--- src/rtl/tmr_pkg.sv ---
// Shared TMR definitions: replica count, defaults, bitwise majority and
// ceil-log2 helpers used to size the replicated filter state.
package tmr_pkg;

    localparam int REPLICAS         = 3;
    localparam int DEBOUNCE_DEFAULT = 4;

    // Bitwise 2-of-3 majority; callers cast to their own width.
    function automatic logic [31:0] maj3(
        input logic [31:0] a,
        input logic [31:0] b,
        input logic [31:0] c
    );
        return (a & b) | (a & c) | (b & c);
    endfunction

    function automatic int clog2(input int v);
        int r;
        int x;
        r = 0;
        x = v - 1;
        while (x > 0) begin
            r = r + 1;
            x = x >> 1;
        end
        return r;
    endfunction

endpackage

--- src/rtl/majority_voter_err.sv ---
// Width-parameterised 2-of-3 voter with a disagreement flag.
// Ports: a/b/c replica values, voted majority, mismatch when not all equal.
module majority_voter_err
    import tmr_pkg::*;
#(
    parameter int W = 1
) (
    input  logic [W-1:0] a,
    input  logic [W-1:0] b,
    input  logic [W-1:0] c,
    output logic [W-1:0] voted,
    output logic         mismatch
);

    assign voted    = W'(maj3(32'(a), 32'(b), 32'(c)));
    assign mismatch = (a != b) || (a != c);

endmodule

--- src/rtl/tmr_input_filter.sv ---
// Triplicated synchroniser + debounce filter with full-voting feedback.
// Ports: clk, rstn (async low), in (raw async), err_clr; out (voted
// level), err (registered mismatch pulse), err_cnt (saturating count).
module tmr_input_filter
    import tmr_pkg::*;
#(
    parameter int DEBOUNCE = DEBOUNCE_DEFAULT,
    parameter int ECW      = 8
) (
    input  logic           clk,
    input  logic           rstn,
    input  logic           in,
    input  logic           err_clr,
    output logic           out,
    output logic           err,
    output logic [ECW-1:0] err_cnt
);

    localparam int CW = (clog2(DEBOUNCE) < 1) ? 1 : clog2(DEBOUNCE);
    localparam logic [CW-1:0] CNT_LAST = CW'(DEBOUNCE - 1);

    logic          sync1A, sync1B, sync1C;
    logic          sync2A, sync2B, sync2C;
    logic          filtA, filtB, filtC;
    logic [CW-1:0] cntA, cntB, cntC;

    logic          filtV;
    logic [CW-1:0] cntV;
    logic          filtMis;
    logic          cntMis;

    majority_voter_err #(.W(1)) uFiltVote (
        .a        (filtA),
        .b        (filtB),
        .c        (filtC),
        .voted    (filtV),
        .mismatch (filtMis)
    );

    majority_voter_err #(.W(CW)) uCntVote (
        .a        (cntA),
        .b        (cntB),
        .c        (cntC),
        .voted    (cntV),
        .mismatch (cntMis)
    );

    // Every replica advances from the voted state, so a corrupted
    // replica is overwritten with the majority view on the next edge.
    function automatic logic [CW:0] nextRep(
        input logic          s,
        input logic          fv,
        input logic [CW-1:0] cv
    );
        if (s == fv) begin
            return {fv, {CW{1'b0}}};
        end else if (cv == CNT_LAST) begin
            return {s, {CW{1'b0}}};
        end else begin
            return {fv, cv + CW'(1)};
        end
    endfunction

    always_ff @(posedge clk or negedge rstn) begin
        if (!rstn) begin
            sync1A <= 1'b0;
            sync2A <= 1'b0;
            filtA  <= 1'b0;
            cntA   <= '0;
        end else begin
            sync1A        <= in;
            sync2A        <= sync1A;
            {filtA, cntA} <= nextRep(sync2A, filtV, cntV);
        end
    end

    always_ff @(posedge clk or negedge rstn) begin
        if (!rstn) begin
            sync1B <= 1'b0;
            sync2B <= 1'b0;
            filtB  <= 1'b0;
            cntB   <= '0;
        end else begin
            sync1B        <= in;
            sync2B        <= sync1B;
            {filtB, cntB} <= nextRep(sync2B, filtV, cntV);
        end
    end

    always_ff @(posedge clk or negedge rstn) begin
        if (!rstn) begin
            sync1C <= 1'b0;
            sync2C <= 1'b0;
            filtC  <= 1'b0;
            cntC   <= '0;
        end else begin
            sync1C        <= in;
            sync2C        <= sync1C;
            {filtC, cntC} <= nextRep(sync2C, filtV, cntV);
        end
    end

    // Synchroniser stages may legitimately disagree, so only the
    // filter state takes part in error detection.
    always_ff @(posedge clk or negedge rstn) begin
        if (!rstn) begin
            err     <= 1'b0;
            err_cnt <= '0;
        end else begin
            err <= filtMis | cntMis;
            if (err_clr) begin
                err_cnt <= '0;
            end else if (err && (err_cnt != {ECW{1'b1}})) begin
                err_cnt <= err_cnt + ECW'(1);
            end
        end
    end

    assign out = filtV;

endmodule
--- config.mk ---
export PLATFORM = sky130hd
export DESIGN_NAME = tmr_input_filter
export DESIGN_NICKNAME = d
export VERILOG_FILES = /design/src/rtl/tmr_pkg.sv /design/src/rtl/majority_voter_err.sv /design/src/rtl/tmr_input_filter.sv
export SDC_FILE = /design/constraint.sdc
export NUM_CORES = 1
export LEC_CHECK = 0
export ABC_CLOCK_PERIOD_IN_PS = 1700
export CORE_MARGIN = 2
export CORE_UTILIZATION = 40
export DETAILED_ROUTE_END_ITERATION = 10
export GPL_TIMING_DRIVEN = 1
export PLACE_DENSITY = 0.66
export SETUP_SLACK_MARGIN = 0.3
export SLEW_MARGIN = 20
export SYNTH_ARGS = -nofsm -noshare
export SYNTH_HDL_FRONTEND = slang
export SYNTH_HIERARCHICAL = 1
export SYNTH_SLANG_ARGS = --single-unit
--- constraint.sdc ---
create_clock -name clk -period 1.7 [get_ports clk]
set_input_delay 0.51 -clock clk [delete_from_list [all_inputs] [get_ports clk]]
set_output_delay 0.51 -clock clk [all_outputs]
set_load 0.03 [all_outputs]
==> results.json <==
{
  "status": "finished with violations",
  "violations": "setup timing",
  "rsz0062_at_grt": "yes",
  "globalRouteTotalUtil_pct": 16.60,
  "cp.required_ns": 1.19,
  "critPathMaxStageDelay_ns": 0.44,
  "grt_max_degree": 15,
  "worst-setup-path-type": "flop to primary output",
  "yosysUniqueCellTypes": 29,
  "min_to": "sync2C",
  "syn_area_um2": 770.7,
  "dp_slack_ns": -0.3083,
  "cp_slowest_cell": "dfrtp_2",
  "rows": 15,
  "numCtsBuffers": 3,
  "holdWs_ns": 0.3526,
  "cts.sinks": 14,
  "maxSlewHeadroom_pct": 76.36,
  "place_congestion": 0.7420,
  "core_area_um2": 1764,
  "chipWidth_um": 47.90,
  "ff2ff_setup_slack_ns": 0.13,
  "drt_pass1_iterations": 4,
  "period_needed_ns": 1.867,
  "fmax_mhz": 535.6,
  "hpwl_um": 1099,
  "routed_wl_um": 1633,
  "io_buffers": 13,
  "synth_seq_area_share_pct": 45.45,
  "setup.worst_path.end_class": "primary output",
  "r2r-start": "cntB[0]",
  "layout_common_cells": "18 x buf_4, 8 x dfrtp_2, 6 x dfrtp_1, 5 x buf_6, 4 x a21oi_1",
  "path_cells": "ha_2 > a211o_4 > buf_6",
  "peakVddDrop_uv": 674.5,
  "crit_cells": 3,
  "grt_pass1_vias": 650,
  "final_max_slew_viol_count": 0,
  "worstPathArrival_ns": 1.36,
  "gr-total-overflow": 0,
  "hold_start": "sync1C",
  "postSynthCellCount": 64,
  "fin_nets": 108,
  "post-route-drc-count": 0,
  "final_common_cell": "buf_4",
  "drt_iter0_drc": 10,
  "finalPower_mw": 1.184,
  "total_leakage_power_nw": 0.5641,
  "setup_viol": 1,
  "maxCapViolCount": 0,
  "rr_endpoint": "err",
  "syn-num-nets": 76,
  "area_delta_synth_final_pct": 52.60,
  "cp_top_family": "flip-flops",
  "hold_path_depth": 0,
  "post_drt_via_cell_ratio": 5.250,
  "grt_antenna_before_repair": 0,
  "hold_violations": 0,
  "finClkSkew_ns": 0.001058,
  "die-area_um2": 2294,
  "avgSynthCellArea_um2": 12.04,
  "num_io_pins": 14,
  "via_count": 630,
  "crit_buf_inv": 1,
  "cts.path.max_buffers": 2,
  "final_antenna_net_count": 0,
  "clk_pin_slew_ns": 0.08,
  "hold_path.class": "flop to flop",
  "die_y_um": 47.90,
  "fin_ws_ns": -0.1672,
  "n_antenna_cell": 0,
  "crit_fanout": 5,
  "fin_crit_sh_pct": 109.8,
  "wl_per_cell_um": 13.61,
  "ys_ff_latch": 14,
  "setup.worst_path.start_class": "flop",
  "clk_latency_ns": 0.28,
  "cts_tree": "done",
  "tightest_slew_ns": 0.3540,
  "power_density_nw_per_um2": 1007,
  "r2r_cells": 3,
  "drive_above_1_share_pct": 58.95,
  "yosysWarnings": 6,
  "cts_hold_buf": 0,
  "htree_levels": 1,
  "grt_pass1_wl_um": 2580,
  "start_util_pct": 43.69,
  "cts-root-buf": "clkbuf_4"
}
[synth_stat cells (all sizes together)]
cell / n / area (um2)
a211o: 3 / 26.28
a211oi: 2 / 15.01
a21boi: 1 / 7.510
a21oi: 4 / 20.02
a311oi: 1 / 8.760
a31oi: 2 / 12.51
a41oi: 1 / 27.53
and2: 1 / 6.260
and3: 2 / 12.51
and4: 2 / 20.02
and4b: 2 / 20.02
clkbuf: 1 / 3.750
dfrtp: 14 / 350.3
ha: 8 / 100.1
inv: 1 / 3.750
mux2: 3 / 37.53
mux2i: 1 / 10.01
nand2: 1 / 3.750
nand2b: 2 / 12.51
nand4: 1 / 6.260
nor2: 2 / 7.510
nor2b: 2 / 12.51
nor3: 2 / 10.01
nor3b: 1 / 7.510
or2: 2 / 12.51
or4: 1 / 7.510
xor2: 1 / 8.760
[repair_timing]
action	CTS	global route
pin swaps	3	2
setup endpoints to repair	16	14
resized for setup	65	16
buffers inserted	4	3
[area by class of cell]
| cell class | count | area (um2) |
|---|---|---|
| fill | 152 | 588.1 |
| multi-input combinational | 48 | 510.5 |
| sequential | 14 | 360.3 |
| timing repair buffer | 28 | 234.0 |
| clock buffer | 4 | 36.28 |
| tap | 25 | 31.28 |
| inverter | 1 | 3.754 |
[cell families after synthesis]
logic type / Yosys count / synth area share, %
AND/OR/NAND/NOR: 21 / 18.02
AO/OA/AOI/OAI: 14 / 15.26
flip-flops: 14 / 45.46
adder cells (fa/ha/maj): 8 / 12.99
multiplexers: 4 / 6.168
buffers and inverters: 2 / 0.9731
XOR/XNOR: 1 / 1.137
[layer usage]
metal / track usage [%] / share of wire [%]
met1: 15.60 / 38
met3: 5.660 / 4.9
met5: 0 / 0
met2: 32.80 / 55
met4: 5.405 / 2.5
[sequential cells by signal (all words and copies together), names as in the netlist]
register,flops
cntB,2
err,1
err_cnt,8
filtB,1
sync1C,1
sync2C,1
[worst max-delay path by stage]
stage | end | from
floorplan | err | cntB[0]
global placement | out | filtB
detailed placement | out | filtB
CTS | out | filtB
global route | out | filtB
finish | out | filtB
[report_power, final]
group	internal [mW]	switching [mW]
logic	0.266	0.216
registers	0.388	0.0760
clock network	0.130	0.107
[metrics by stage]
step | area, um2 | util, % | TNS (ns) | instances
2_1_floorplan | 803.3 | - | 0 | 64
3_3_place_gp | 1021 | 57.87 | -0.3014 | 109
3_5_place_dp | 1021 | 57.87 | -0.3083 | 109
4_1_cts | 1106 | 62.70 | -0.1796 | 117
5_1_grt | 1176 | 66.67 | -0.2240 | 120
6_report | 1176 | 66.67 | -0.1672 | 120
Note: power is estimated with default switching activity, not from simulation.
